[src/rtl/mem_arb_pkg.sv]
// mem_arb_pkg
//   Shared definitions for the data-RAM port arbiter: default bus widths,
//   read-return owner encoding and the cpu_streak width helper.
package mem_arb_pkg;

  localparam int MEM_ADDR_W = 16;
  localparam int MEM_DATA_W = 16;

  // Owner of the read whose data arrives from the RAM this cycle.
  typedef enum logic [1:0] {
    OWN_NONE = 2'b00,
    OWN_CPU  = 2'b01,
    OWN_PER  = 2'b10
  } owner_e;

  // Width of a counter that must hold 0..weight, never narrower than 1 bit.
  function automatic int streak_width(input int weight);
    return (weight < 1) ? 1 : $clog2(weight + 1);
  endfunction

endpackage

[src/rtl/mem_port_arbiter.sv]
// mem_port_arbiter
//   Shares the single-port data RAM between the CPU load/store path and the
//   peripheral port. One access is issued per cycle; grant and RAM command
//   are combinational in the same cycle, read data (1-cycle RAM latency) is
//   steered back to whichever requester issued the read.
//
// Ports
//   clock, reset                 system clock, synchronous active-high reset
//   cpu_req/we/addr/wdata        CPU request, held until cpu_gnt
//   cpu_gnt                      CPU access issued this cycle
//   cpu_rdata/cpu_rvalid         CPU read return, cycle after the grant
//   p_req/we/addr/wdata          peripheral request, held until p_gnt
//   p_gnt                        peripheral access issued this cycle
//   p_rdata/p_rvalid             peripheral read return, cycle after the grant
//   mem_en/we/addr/wdata         RAM command port
//   mem_rdata                    RAM registered read data
module mem_port_arbiter
  import mem_arb_pkg::*;
#(
  parameter int ADDR_W     = MEM_ADDR_W,
  parameter int DATA_W     = MEM_DATA_W,
  parameter int CPU_WEIGHT = 2
) (
  input  logic              clock,
  input  logic              reset,

  input  logic              cpu_req,
  input  logic              cpu_we,
  input  logic [ADDR_W-1:0] cpu_addr,
  input  logic [DATA_W-1:0] cpu_wdata,
  output logic              cpu_gnt,
  output logic [DATA_W-1:0] cpu_rdata,
  output logic              cpu_rvalid,

  input  logic              p_req,
  input  logic              p_we,
  input  logic [ADDR_W-1:0] p_addr,
  input  logic [DATA_W-1:0] p_wdata,
  output logic              p_gnt,
  output logic [DATA_W-1:0] p_rdata,
  output logic              p_rvalid,

  output logic              mem_en,
  output logic              mem_we,
  output logic [ADDR_W-1:0] mem_addr,
  output logic [DATA_W-1:0] mem_wdata,
  input  logic [DATA_W-1:0] mem_rdata
);

  localparam int              STREAK_W = streak_width(CPU_WEIGHT);
  localparam logic [STREAK_W-1:0] WEIGHT = STREAK_W'(CPU_WEIGHT);

  logic [STREAK_W-1:0] r_cpu_streak;
  owner_e              r_rd_owner;

  logic w_cpu_pick;
  logic w_per_pick;

  // Grant selection. Reset forces both grants low so no RAM access is
  // issued while reset is held.
  always_comb begin
    w_cpu_pick = 1'b0;
    w_per_pick = 1'b0;
    if (!reset) begin
      if (cpu_req && (!p_req || (r_cpu_streak < WEIGHT))) begin
        w_cpu_pick = 1'b1;
      end else if (p_req) begin
        w_per_pick = 1'b1;
      end
    end
  end

  assign cpu_gnt = w_cpu_pick;
  assign p_gnt   = w_per_pick;

  // RAM command mux; all fields zero when idle.
  always_comb begin
    mem_en    = 1'b0;
    mem_we    = 1'b0;
    mem_addr  = '0;
    mem_wdata = '0;
    if (w_cpu_pick) begin
      mem_en    = 1'b1;
      mem_we    = cpu_we;
      mem_addr  = cpu_addr;
      mem_wdata = cpu_wdata;
    end else if (w_per_pick) begin
      mem_en    = 1'b1;
      mem_we    = p_we;
      mem_addr  = p_addr;
      mem_wdata = p_wdata;
    end
  end

  always_ff @(posedge clock) begin
    if (reset) begin
      r_cpu_streak <= '0;
      r_rd_owner   <= OWN_NONE;
    end else begin
      if (w_cpu_pick && !cpu_we) begin
        r_rd_owner <= OWN_CPU;
      end else if (w_per_pick && !p_we) begin
        r_rd_owner <= OWN_PER;
      end else begin
        r_rd_owner <= OWN_NONE;
      end

      // Streak counts CPU wins only while the peripheral is waiting.
      if (w_cpu_pick && p_req) begin
        if (r_cpu_streak != WEIGHT) begin
          r_cpu_streak <= r_cpu_streak + STREAK_W'(1);
        end
      end else if (w_per_pick || !p_req) begin
        r_cpu_streak <= '0;
      end
    end
  end

  // Gating by reset suppresses the return of a read granted just before
  // reset was raised; the owner register itself clears at the next edge.
  assign cpu_rvalid = !reset && (r_rd_owner == OWN_CPU);
  assign p_rvalid   = !reset && (r_rd_owner == OWN_PER);
  assign cpu_rdata  = mem_rdata;
  assign p_rdata    = mem_rdata;

endmodule

[config.mk]
export PLATFORM = sky130hd
export DESIGN_NAME = mem_port_arbiter
export DESIGN_NICKNAME = d
export VERILOG_FILES = /design/src/rtl/mem_arb_pkg.sv /design/src/rtl/mem_port_arbiter.sv
export SDC_FILE = /design/constraint.sdc
export NUM_CORES = 1
export LEC_CHECK = 0
export ABC_AREA = 1
export BUFFER_PORTS_ARGS = -buffer_cell sky130_fd_sc_hd__buf_4
export CAP_MARGIN = 20
export CORE_MARGIN = 4
export CORE_UTILIZATION = 25
export CTS_CLUSTER_DIAMETER = 60
export DETAILED_ROUTE_END_ITERATION = 7
export HOLD_SLACK_MARGIN = 0.12
export PLACE_DENSITY = 0.8
export SLEW_MARGIN = 10
export SYNTH_ARGS = -nofsm -noshare
export SYNTH_HDL_FRONTEND = slang
export SYNTH_SLANG_ARGS = --single-unit
[constraint.sdc]
create_clock -name clock -period 1 [get_ports clock]
set_input_delay 0.15 -clock clock [delete_from_list [all_inputs] [get_ports clock]]
set_output_delay 0.15 -clock clock [all_outputs]
set_load 0.05 [all_outputs]
# --- Yosys cells after proc, flatten, opt, wreduce, memory -nomap -nowiden ---
# Cells that the tools add are included.
classes:
  n_addsub: 1
  n_mux: 18
  eq_ne: 4
  magnitude_cmp: 1
  n_reduce_logical: 15
op_table:
  columns: ["op", "n"]
  rows:
  - ["$mux W16", 4]
  - ["$mux W1", 10]
  - ["$mux W2", 4]
  - ["$logic_and A1 B1 Y1", 6]
  - ["$logic_not A1 Y1", 4]
  - ["$add A2 B1 Y2 const B", 1]
  - ["$eq A2 B1 Y1 const B", 1]
  - ["$eq A2 B2 Y1 const B", 1]
  - ["$logic_or A1 B1 Y1", 2]
  - ["$lt A2 B2 Y1 const B", 1]
  - ["$ne A2 B1 Y1 const B", 1]
  - ["$ne A2 B2 Y1 const B", 1]
  - ["$reduce_and A2 Y1", 1]
  - ["$reduce_bool A2 Y1", 1]
  - ["$reduce_or A2 Y1", 1]
word_totals:
  out_inout_bits: 70
  reg_bits: 4
  elab_cells: 42
  in_bits: 86

# --- Depth between registers and ports, before layout ---
# Gate-level depths: netlist of the first run.
depth:
  word_depth: 8
  ltp_mapped: 7

# --- Worst setup path before layout of the first run ---
# No wires, ideal clock.
synth_timing:
  path_type: "reg-to-output"
  startpoint: "reg r_rd_owner[1]"
  endpoint: "out p_rvalid"
  t_arrival_ps: 1371
  n_path_buf: 0
  stages_incl_launch_ff: 3
  slack_ps: -521
  required_ps: 850
  cell_sequence: "dfxtp_1 inv_1 nor3_1"
synth_between:
  elab_chain_len: 2
synth_lines:
  columns: ["element", "line_no", "source"]
  rows:
  - ["start: declaration", "mem_port_arbiter.sv:54", "owner_e r_rd_owner;"]
  - ["start signal: assignment", "mem_port_arbiter.sv:98", "r_rd_owner <= OWN_NONE;"]
  - ["start signal: assignment", "mem_port_arbiter.sv:101", "r_rd_owner <= OWN_CPU;"]
  - ["start signal: assignment", "mem_port_arbiter.sv:103", "r_rd_owner <= OWN_PER;"]
  - ["$eq A2 B2 Y1", "mem_port_arbiter.sv:122", "assign p_rvalid = !reset && (r_rd_owner == OWN_PER);"]
  - ["$logic_and A1 B1 Y1", "mem_port_arbiter.sv:122", null]
  - ["end: declaration", "mem_port_arbiter.sv:41", "output logic p_rvalid,"]
# No other way between the ends.

# --- Worst setup path in the final report of the first run ---
layout_timing:
  startpoint: "reg r_cpu_streak[1]"
  endpoint: "out mem_addr[11]"
layout_between:
  elab_chain_len: 7
layout_lines:
  columns: ["element", "line_no", "source"]
  rows:
  - ["start: declaration", "mem_port_arbiter.sv:53", "logic [STREAK_W-1:0] r_cpu_streak;"]
  - ["start signal: assignment", "mem_port_arbiter.sv:111", "r_cpu_streak <= r_cpu_streak + STREAK_W'(1);"]
  - ["$lt A2 B2 Y1 *", "mem_port_arbiter.sv:65", "if (cpu_req && (!p_req || (r_cpu_streak < WEIGHT))) begin"]
  - ["$logic_or A1 B1 Y1 *", "mem_port_arbiter.sv:65", null]
  - ["$logic_and A1 B1 Y1 *", "mem_port_arbiter.sv:65", null]
  - ["$mux W1", "mem_port_arbiter.sv:65", null]
  - ["$mux W1", "mem_port_arbiter.sv:64", "if (!reset) begin"]
  - ["$mux W16", "mem_port_arbiter.sv:87", "end else if (w_per_pick) begin"]
  - ["$mux W16 *", "mem_port_arbiter.sv:82", "if (w_cpu_pick) begin"]
  - ["end: declaration", "mem_port_arbiter.sv:45", "output logic [ADDR_W-1:0] mem_addr,"]
# Every way passes the cells marked *; elsewhere a longest branch is shown, timed or not.

==> results of run 1 <==
per-stage QoR:
stage / std cells / instance area (um^2)
final: 303 / 2410
after global routing: 303 / 2410
after detailed placement: 294 / 1880
after global placement: 294 / 1880
after CTS: 300 / 2220
after floorplan: 169 / 1200
repair_timing:
item | in CTS | in global routing
setup buffers | 1 | 2
endpoints found under the setup margin | 39 | 40
pin swaps | 1 | 4
gates resized for setup | 82 | 36
hold buffers | 2 | 0
hold endpoints to repair | 2 | 0
gates cloned | 0 | 2
state kept, by name, summed over array words and instances, names as in the netlist:
| signal | count |
|---|---|
| r_cpu_streak | 2 |
| r_rd_owner | 2 |
cells by family after synthesis:
kind of cell | share of synthesized area, %
simple gates | 53.3
buf+inv | 36.4
flops | 8.86
fa+ha+maj | 1.38
critical path: stages (launching register included):
cell and delay (ps):
dfxtp_2 330, nand2_4 80, nand3_4 110, inv_8 110
clkbuf_16 170, nand2_1 110, nand2_4 100, buf_8 140
worst max-delay path by stage:
| stage | cells past startpoint | from | end |
|---|---|---|---|
| 2_1_floorplan | 6 | r_cpu_streak[1]$_SDFFE_PP0P_ | mem_wdata[10] |
| 3_3_place_gp | 8 | r_cpu_streak[1]$_SDFFE_PP0P_ | mem_addr[7] |
| 3_5_place_dp | 8 | r_cpu_streak[1]$_SDFFE_PP0P_ | mem_addr[13] |
| 4_1_cts | 7 | r_cpu_streak[1]$_SDFFE_PP0P_ | mem_addr[15] |
| 5_1_grt | 8 | r_cpu_streak[1]$_SDFFE_PP0P_ | mem_addr[11] |
| 6_report | 7 | r_cpu_streak[1]$_SDFFE_PP0P_ | mem_addr[11] |
synthesized netlist by cell type:
cell	n	area (um^2)
buf_6	2	22.5
ha_1	1	12.5
nand3_1	1	5.00
nor2_1	9	33.8
nand3_2	1	10.0
nand2_2	9	56.3
inv_1	4	15.0
dfxtp_1	4	80.1
inv_4	1	6.26
buf_4	33	248
buf_12	1	20.0
buf_2	2	10.0
nor2_2	1	6.26
nand2_1	96	360
inv_2	2	7.51
nor3_1	2	10.0
final cells by class:
type	instances	area, um^2	share of cell area [%]
clock buffers	3	22.5	0.936
well taps	46	57.6	2.39
flip-flops and latches	4	82.6	3.43
repair buffers	123	1310	54.5
multi-input cells	120	893	37.1
inverters	7	38.8	1.61
power groups by stage:
stage | registers, W | logic (W) | clock network [W]
3_3_place_gp | 0.000171 | 0.000956 | 0
6_report | 0.000169 | 0.00122 | 0.000197
3_5_place_dp | 0.000171 | 0.000965 | 0
5_1_grt | 0.000170 | 0.00127 | 0.000217
2_1_floorplan | 0.000171 | 0.000903 | 0
4_1_cts | 0.000169 | 0.00113 | 0.000208
routing by layer:
metal,track usage (%),part of all wire (%)
met1,16.0,34
met2,29.7,55
met3,5.25,11
met4,2.73,0.096
met5,0,0
==> impl_metrics.py, run 1 <==
metrics = {
    "status": {
        "status": "finished, violations left",
        "violations": "setup timing",
    },
    "synth": {
        "synth_cells": 169,
        "ys_seq_area_share_pct": 8.86,
        "synth_seq_cells": 4,
        "synthesis.nets": 256,
        "synth_area_per_cell_um2": 5.35,
        "yosysWarnings": 0,
        "yosysUniqueCellTypes": 16,
        "syn_area_um2": 903,
    },
    "placement": {
        "io_buffers": 107,
        "hpwl_um": 2900,
        "preCtsSetupSlack_ps": -255,
        "place.gp.congestion": 0.676,
    },
    "floorplan": {
        "dieWidth_um": 68.1,
        "core_area_um2": 3420,
        "dieHeight_um": 68.1,
        "row_count": 21,
        "die_area_um2": 4640,
        "initial_core_util_pct": 26.4,
        "ios": 156,
    },
    "grt": {
        "grt_antenna_before_repair": 0,
        "grt_pass1_wl_um": 5590,
        "overflow": 0,
        "grt_pass1_vias": 1268,
        "grt_max_degree": 23,
        "track_usage_pct": 15.4,
    },
    "critical_path": {
        "critPathRequiredTime_ps": 850,
        "reg2reg_depth": 7,
        "r2r_end": "r_cpu_streak[0]$_SDFFE_PP0P_",
        "critPathKind": "reg -> out",
        "cp.arrival_ps": 1370,
        "cp_max_fo": 11,
        "reg2reg_setup_slack_ps": -20,
        "cp-start-kind": "register",
        "endpoint_kind": "output pin",
        "reg2reg_from": "r_cpu_streak[0]$_SDFFE_PP0P_",
    },
    "sta": {
        "period_share_pct": 152,
        "hold_viol_final": 0,
        "grt_setup_unrepaired": "true",
        "fin_crit_ps": 1520,
        "final_max_slew_viol_count": 0,
        "tns_ps": -15560,
        "worst_slack_ps": -524,
        "worst_hold_slack_ps": 241,
        "tightest_slew_ps": 155,
        "finalSetupViolations": 39,
        "clock_skew_ps": 4.85,
        "relSlewSlack_pct": 89.6,
        "fmax_mhz": 656,
    },
    "min_path": {
        "hold_path.class": "in -> reg",
        "min_to": "r_cpu_streak[1]$_SDFFE_PP0P_",
        "worstHoldStart": "p_req",
        "min_path_cells": 3,
    },
    "power_and_ir_drop": {
        "p_leak_nw": 1.20,
        "p_per_area_nw_per_um2": 658,
        "swShare_pct": 44.6,
        "seq_power_share_pct": 10.7,
        "power.share.clock_pct": 12.4,
        "p_comb_share_pct": 76.9,
        "p_sw_w": 0.000706,
        "ir_drop_uv": 500,
        "internal_power_w": 0.000878,
        "fin_total_pwr_w": 0.00158,
    },
    "drt": {
        "drtIter0Drc": 18,
        "vias": 1311,
        "avgViaCountPerCell": 4.33,
        "wirelength_um": 4170,
        "antenna_left": 0,
        "drc_errors": 0,
        "drt_pass1_iterations": 4,
        "route.detailed.wl_per_inst_um": 13.8,
    },
    "cts": {
        "clock-sinks": 4,
        "clockBufferDepth": 2,
        "cts_tree": "yes",
        "htree_levels": 1,
        "numCtsBuffers": 3,
        "cts-root-buf": "clkbuf_4",
        "path_clk_slew_ps": 40,
        "clk_latency_ps": 230,
    },
    "layout": {
        "mostFrequentLayoutCells": "buf_4, nand2_4, nand2_1, buf_8, nand2_2",
        "post-route-util_pct": 70.4,
        "fill_cells": 259,
        "diodes": 0,
        "nNetsFinal": 346,
        "mostFrequentLayoutCell": "buf_4",
        "syn2layout_area_growth_pct": 166,
        "drive_above_1_share_pct": 80.5,
    },
    "run": {
        "cap_violations": 0,
    },
}
Power figures use the tool's default switching activity.
==> run 2, diff against run 1 <==
--- a/config.mk
+++ b/config.mk
@@ -18,3 +18,4 @@
 export SYNTH_ARGS = -nofsm -noshare
 export SYNTH_HDL_FRONTEND = slang
 export SYNTH_SLANG_ARGS = --single-unit
+export TNS_END_PERCENT = 10
==> constraint.sdc (replaced) <==
create_clock -name clock -period 1 [get_ports clock]
set_input_delay 0.15 -clock clock [delete_from_list [all_inputs] [get_ports clock]]
set_output_delay 0.15 -clock clock [all_outputs]
set_load 0.01 [all_outputs]
==> run 2 against run 1 <==
  * Sequential power is essentially flat
  * Via count shrank 2.3%
  * Cell area shrank 23%
  * Hold slack gained 6.2 ps
  * Largest power group unchanged
  * Cell count grew 0.66%
  * Critical path depth grew 1
  * The flow still finishes with violations (setup timing)
  * Non-clock buffer count grew 2
  * Clock skew shrank 2.2 ps
  * Largest cell class unchanged
  * Sequential share of layout area grew 0.95 points
==> impl_metrics.py, run 2 (same netlist as run 1, synthesis figures left out) <==
metrics = {
    "status": {
        "status": "finished, violations left",
        "violations": "setup timing",
    },
    "sta": {
        "fmax_mhz": 720,
        "period_share_pct": 139,
        "grt_setup_unrepaired": "true",
        "finalSetupViolations": 39,
        "relSlewSlack_pct": 89.3,
        "clock_skew_ps": 2.68,
        "tightest_slew_ps": 160,
        "worst_slack_ps": -389,
        "final_max_slew_viol_count": 0,
        "hold_viol_final": 0,
        "fin_crit_ps": 1390,
        "worst_hold_slack_ps": 247,
    },
    "layout": {
        "fin_cells": 305,
        "top_regs": "r_cpu_streak (2), r_rd_owner (2)",
        "diodes": 0,
        "post-route-util_pct": 54.3,
        "fill_cells": 330,
        "nNetsFinal": 348,
        "multi_input_area_um2": 564,
        "mostFrequentLayoutCells": "buf_4, nand2_1, nand2_2",
        "syn2layout_area_growth_pct": 105,
        "area.sequential_um2": 81.3,
        "drive_above_1_share_pct": 61.0,
        "mostFrequentLayoutCell": "buf_4",
    },
    "cts": {
        "clockBufferDepth": 2,
        "htree_levels": 1,
        "numCtsBuffers": 3,
        "clock-sinks": 4,
        "clk_latency_ps": 230,
        "cts_tree": "yes",
        "cts-root-buf": "clkbuf_4",
        "path_clk_slew_ps": 40,
    },
    "drt": {
        "drtIter0Drc": 18,
        "avgViaCountPerCell": 4.20,
        "antenna_left": 0,
        "route.detailed.wl_per_inst_um": 11.2,
        "drt_pass1_iterations": 4,
        "drc_errors": 0,
        "vias": 1281,
        "wirelength_um": 3420,
    },
    "critical_path": {
        "reg2reg_setup_slack_ps": -40,
        "cp-start-kind": "register",
        "worstPathCellList": "nand2_4 > nand2_4 > nand2_4 > inv_8 > clkbuf_16 > nand2_1 > nand2_1 > buf_4",
        "critPathTopFamily": "flip-flops",
        "critPathRequiredTime_ps": 850,
        "cp.arrival_ps": 1240,
        "cp_max_fo": 9,
        "cp_slowest_cell": "dfxtp_2",
        "critPathMaxStageDelay_ps": 340,
        "crit_buf_inv": 3,
        "endpoint_kind": "output pin",
        "crit_top_cell": "nand2_4",
        "critPathKind": "reg -> out",
    },
    "placement": {
        "dp.cells": 294,
        "io_buffers": 107,
        "hpwl_um": 2600,
        "place.gp.congestion": 0.762,
    },
    "power_and_ir_drop": {
        "p_per_area_nw_per_um2": 564,
        "p_leak_nw": 1.07,
        "fin_total_pwr_w": 0.00105,
        "ir_drop_uv": 437,
    },
    "grt": {
        "grt_max_degree": 19,
        "grt_pass1_wl_um": 4350,
        "grt_antenna_before_repair": 0,
        "grt_pass1_vias": 1123,
        "track_usage_pct": 11.7,
        "overflow": 0,
    },
    "run": {
        "cap_violations": 0,
    },
    "floorplan": {
        "dieHeight_um": 68.1,
        "ios": 156,
        "core_area_um2": 3420,
        "initial_core_util_pct": 26.4,
        "dieWidth_um": 68.1,
        "row_count": 21,
        "die_area_um2": 4640,
    },
    "min_path": {
        "hold_path.class": "in -> reg",
    },
}
-- run 2: cell types whose count changed in the layout (fill, tap and decap cells not counted), moves of 2 or more --
cell / change
nand2_1: +46
buf_4: +30
buf_8: -36
nand2_2: -8
nor2_1: +2
nand2_4: -37
buf_6: +8
-- run 2: cell type report --
| type | count | area share, % |
|---|---|---|
| clock buffers | 3 | 1.21 |
| inverters | 7 | 2.09 |
| well taps | 46 | 3.10 |
| flip-flops and latches | 4 | 4.38 |
| repair buffers | 125 | 58.8 |
| multi-input cells | 120 | 30.4 |
-- run 2: power by group --
group	leakage [nW]	total (W)	switching [W]	internal, W
sequential	0.0331	0.000169	0.00000292	0.000166
combinational	1.03	0.000678	0.000258	0.000420
clock	0.0138	0.000199	0.0000650	0.000134
-- run 2: stage by stage --
stage / area (um^2) / setup TNS (ps) / setup slack [ps]
floorplan: 940 / -892 / -33.0
global placement: 1620 / -3320 / -110
detailed placement: 1620 / -4110 / -134
CTS: 1700 / -13270 / -389
global route: 1860 / -15390 / -445
finish: 1860 / -12880 / -389
-- run 2: worst min-delay path, stage by stage --
cell	delay, ps
buf_4	100
inv_2	50
nand3_1	90
nor3_2	50
-- run 2: path summary, 6_finish.rpt --
| path | start | to | depth (start not counted) |
|---|---|---|---|
| setup / recovery | r_cpu_streak[1]$_SDFFE_PP0P_ | mem_addr[4] | 8 |
| hold / removal | reset | r_cpu_streak[1]$_SDFFE_PP0P_ | 4 |
| setup reg to reg | r_cpu_streak[0]$_SDFFE_PP0P_ | r_cpu_streak[0]$_SDFFE_PP0P_ | 7 |
| hold reg to reg | r_cpu_streak[1]$_SDFFE_PP0P_ | r_cpu_streak[1]$_SDFFE_PP0P_ | 2 |
-- run 2: routing by layer --
layer	wire, um	part of all wire (%)	up-vias	track usage (%)
li1	-	-	652	-
met2	1890	55	69	23.0
met4	42	1.2	0	3.97
met5	0	0	-	0
met3	372	11	9	3.61
met1	1110	32	551	11.4
-- run 2: timing repair --
action | CTS | global route
hold buffers | 2 | 0
setup endpoints to repair | 38 | 40
cloned | 0 | 3
setup buffers | 0 | 3
endpoints found under the hold margin | 2 | 0
gates resized for setup | 10 | 15
pin swaps | 0 | 4
==> run 3, diff against run 2 <==
--- a/config.mk
+++ b/config.mk
@@ -9,11 +9,11 @@
 export BUFFER_PORTS_ARGS = -buffer_cell sky130_fd_sc_hd__buf_4
 export CAP_MARGIN = 20
 export CORE_MARGIN = 4
-export CORE_UTILIZATION = 25
+export CORE_UTILIZATION = 27
 export CTS_CLUSTER_DIAMETER = 60
 export DETAILED_ROUTE_END_ITERATION = 7
 export HOLD_SLACK_MARGIN = 0.12
-export PLACE_DENSITY = 0.8
+export PLACE_DENSITY = 0.82
 export SLEW_MARGIN = 10
 export SYNTH_ARGS = -nofsm -noshare
 export SYNTH_HDL_FRONTEND = slang
==> constraint.sdc (replaced) <==
create_clock -name clock -period 1.5 [get_ports clock]
set_input_delay 0.225 -clock clock [delete_from_list [all_inputs] [get_ports clock]]
set_output_delay 0.225 -clock clock [all_outputs]
set_load 0.01 [all_outputs]
==> run 3 against run 2 <==
  * Largest power group unchanged
  * The run now ends clean
  * Register-to-register slack improved by 500 ps
  * Routed wire length is 12% higher
  * Sequential power decreased by 33%
  * Highest routed layer unchanged
==> impl_metrics.py, run 3 (same netlist as run 1, synthesis figures left out) <==
metrics = {
    "cts": {
        "htree_levels": 1,
        "path_clk_slew_ps": 40,
        "cts-root-buf": "clkbuf_4",
        "clockBufferDepth": 2,
        "clock-sinks": 4,
        "cts_tree": "yes",
        "numCtsBuffers": 3,
        "clk_latency_ps": 230,
    },
    "layout": {
        "top_regs": "r_cpu_streak (2), r_rd_owner (2)",
        "nNetsFinal": 340,
        "mostFrequentLayoutCell": "buf_4",
        "syn2layout_area_growth_pct": 107,
        "diodes": 0,
        "drive_above_1_share_pct": 68.9,
        "fin_area_um2": 1870,
        "mostFrequentLayoutCells": "buf_4, nand2_1, nand2_2",
    },
    "grt": {
        "grt_pass1_wl_um": 5020,
        "overflow": 0,
        "grt_antenna_before_repair": 0,
        "track_usage_pct": 14.3,
        "grt_max_degree": 35,
        "grt_pass1_vias": 1223,
    },
    "power_and_ir_drop": {
        "internal_power_w": 0.000480,
        "ir_drop_uv": 618,
        "p_comb_share_pct": 66.1,
        "seq_power_share_pct": 15.7,
        "p_sw_w": 0.000236,
        "p_per_area_nw_per_um2": 382,
        "swShare_pct": 33.0,
        "power.share.clock_pct": 18.2,
        "p_leak_nw": 1.05,
        "fin_total_pwr_w": 0.000716,
    },
    "sta": {
        "grt_setup_unrepaired": "true",
        "tightest_slew_ps": 239,
        "period_share_pct": 99.8,
        "clock_skew_ps": 0.665,
        "final_max_slew_viol_count": 0,
        "fin_crit_ps": 1500,
        "tns_ps": 0,
        "relSlewSlack_pct": 84.0,
        "finalSetupViolations": 0,
        "hold_viol_final": 0,
        "worst_hold_slack_ps": 167,
        "fmax_mhz": 668,
    },
    "critical_path": {
        "critPathKind": "reg -> out",
        "reg2reg_setup_slack_ps": 460,
        "critPathRequiredTime_ps": 1270,
        "cp-start-kind": "register",
        "cp.arrival_ps": 1270,
        "endpoint_kind": "output pin",
        "cp_max_fo": 6,
    },
    "floorplan": {
        "core_area_um2": 3130,
        "ios": 156,
        "die_area_um2": 4330,
        "dieWidth_um": 65.8,
        "dieHeight_um": 65.8,
        "initial_core_util_pct": 28.9,
        "row_count": 20,
    },
    "placement": {
        "place.gp.congestion": 0.819,
        "io_buffers": 107,
        "placed_area_um2": 1500,
        "hpwl_um": 2550,
    },
    "drt": {
        "avgViaCountPerCell": 4.33,
        "drt_pass1_iterations": 4,
        "antenna_left": 0,
        "drc_errors": 0,
        "drtIter0Drc": 11,
        "wirelength_um": 3830,
        "route.detailed.wl_per_inst_um": 13.0,
        "vias": 1276,
    },
    "run": {
        "cap_violations": 0,
    },
    "min_path": {
        "hold_path.class": "in -> reg",
    },
    "status": {
        "status": "finished, final reports clean",
    },
}
run 3: cell types whose count changed in the layout (fill, tap and decap cells not counted), moves of 2 or more:
cell and change:
nand2_1 -24, buf_6 +9, nor3_1 +2, dlygate4sd3_1 -2
nor3_2 -2, nand2_2 +23, buf_12 -2, buf_4 -14
run 3: what timing repair did:
action	in CTS	in global routing
gates cloned	0	5
endpoints found under the hold margin	0	0
endpoints found under the setup margin	34	33
pin swaps	0	24
hold buffers	0	0
gates resized for setup	5	68
setup buffers	0	3
run 3: layer usage:
metal | track usage (%) | up-vias | routed length, um
met5 | 0 | - | 0
met3 | 5.27 | 8 | 424
li1 | - | 635 | -
met2 | 26.5 | 74 | 2060
met1 | 14.2 | 559 | 1270
met4 | 5.70 | 0 | 80
run 3: layout make-up:
class	count	area, um^2
Sequential cell	4	81.3
Timing Repair inverter	1	16.3
Inverter	7	46.3
Tap cell	44	55.1
Multi-Input combinational cell	120	626
Timing Repair Buffer	116	1030
Fill cell	300	1250
Clock buffer	3	22.5
run 3: per-stage QoR:
| stage | cells | setup slack, ps | util (%) |
|---|---|---|---|
| 2_1_floorplan | 169 | 380 | - |
| 3_3_place_gp | 284 | 163 | 48.0 |
| 3_5_place_dp | 284 | 131 | 48.0 |
| 4_1_cts | 287 | -0.0495 | 49.4 |
| 5_1_grt | 295 | -65.1 | 59.9 |
| 6_report | 295 | 3.04 | 59.9 |
run 3: power groups by stage:
| stage | Clock (W) | Sequential [W] | Combinational, W |
|---|---|---|---|
| after floorplan | 0 | 0.000114 | 0.000214 |
| after global placement | 0 | 0.000114 | 0.000367 |
| after detailed placement | 0 | 0.000114 | 0.000371 |
| after CTS | 0.000137 | 0.000112 | 0.000378 |
| after global routing | 0.000157 | 0.000113 | 0.000511 |
| final | 0.000130 | 0.000113 | 0.000473 |
run 3: final timing paths:
| check | from | end | cells past startpoint |
|---|---|---|---|
| hold / removal | p_we | r_rd_owner[1]$_SDFF_PP0_ | 2 |
| setup reg to reg | r_cpu_streak[0]$_SDFFE_PP0P_ | r_cpu_streak[0]$_SDFFE_PP0P_ | 7 |
| hold reg to reg | r_cpu_streak[0]$_SDFFE_PP0P_ | r_cpu_streak[0]$_SDFFE_PP0P_ | 2 |
| setup / recovery | r_cpu_streak[1]$_SDFFE_PP0P_ | mem_addr[11] | 7 |
run 3: worst max-delay path, stage by stage (launching register included):
cell       delay, ps
dfxtp_2          330
nand2_4           90
nand3_4          120
inv_8            120
clkbuf_16        160
nand2_2           50
nand2_2           60
buf_6            100
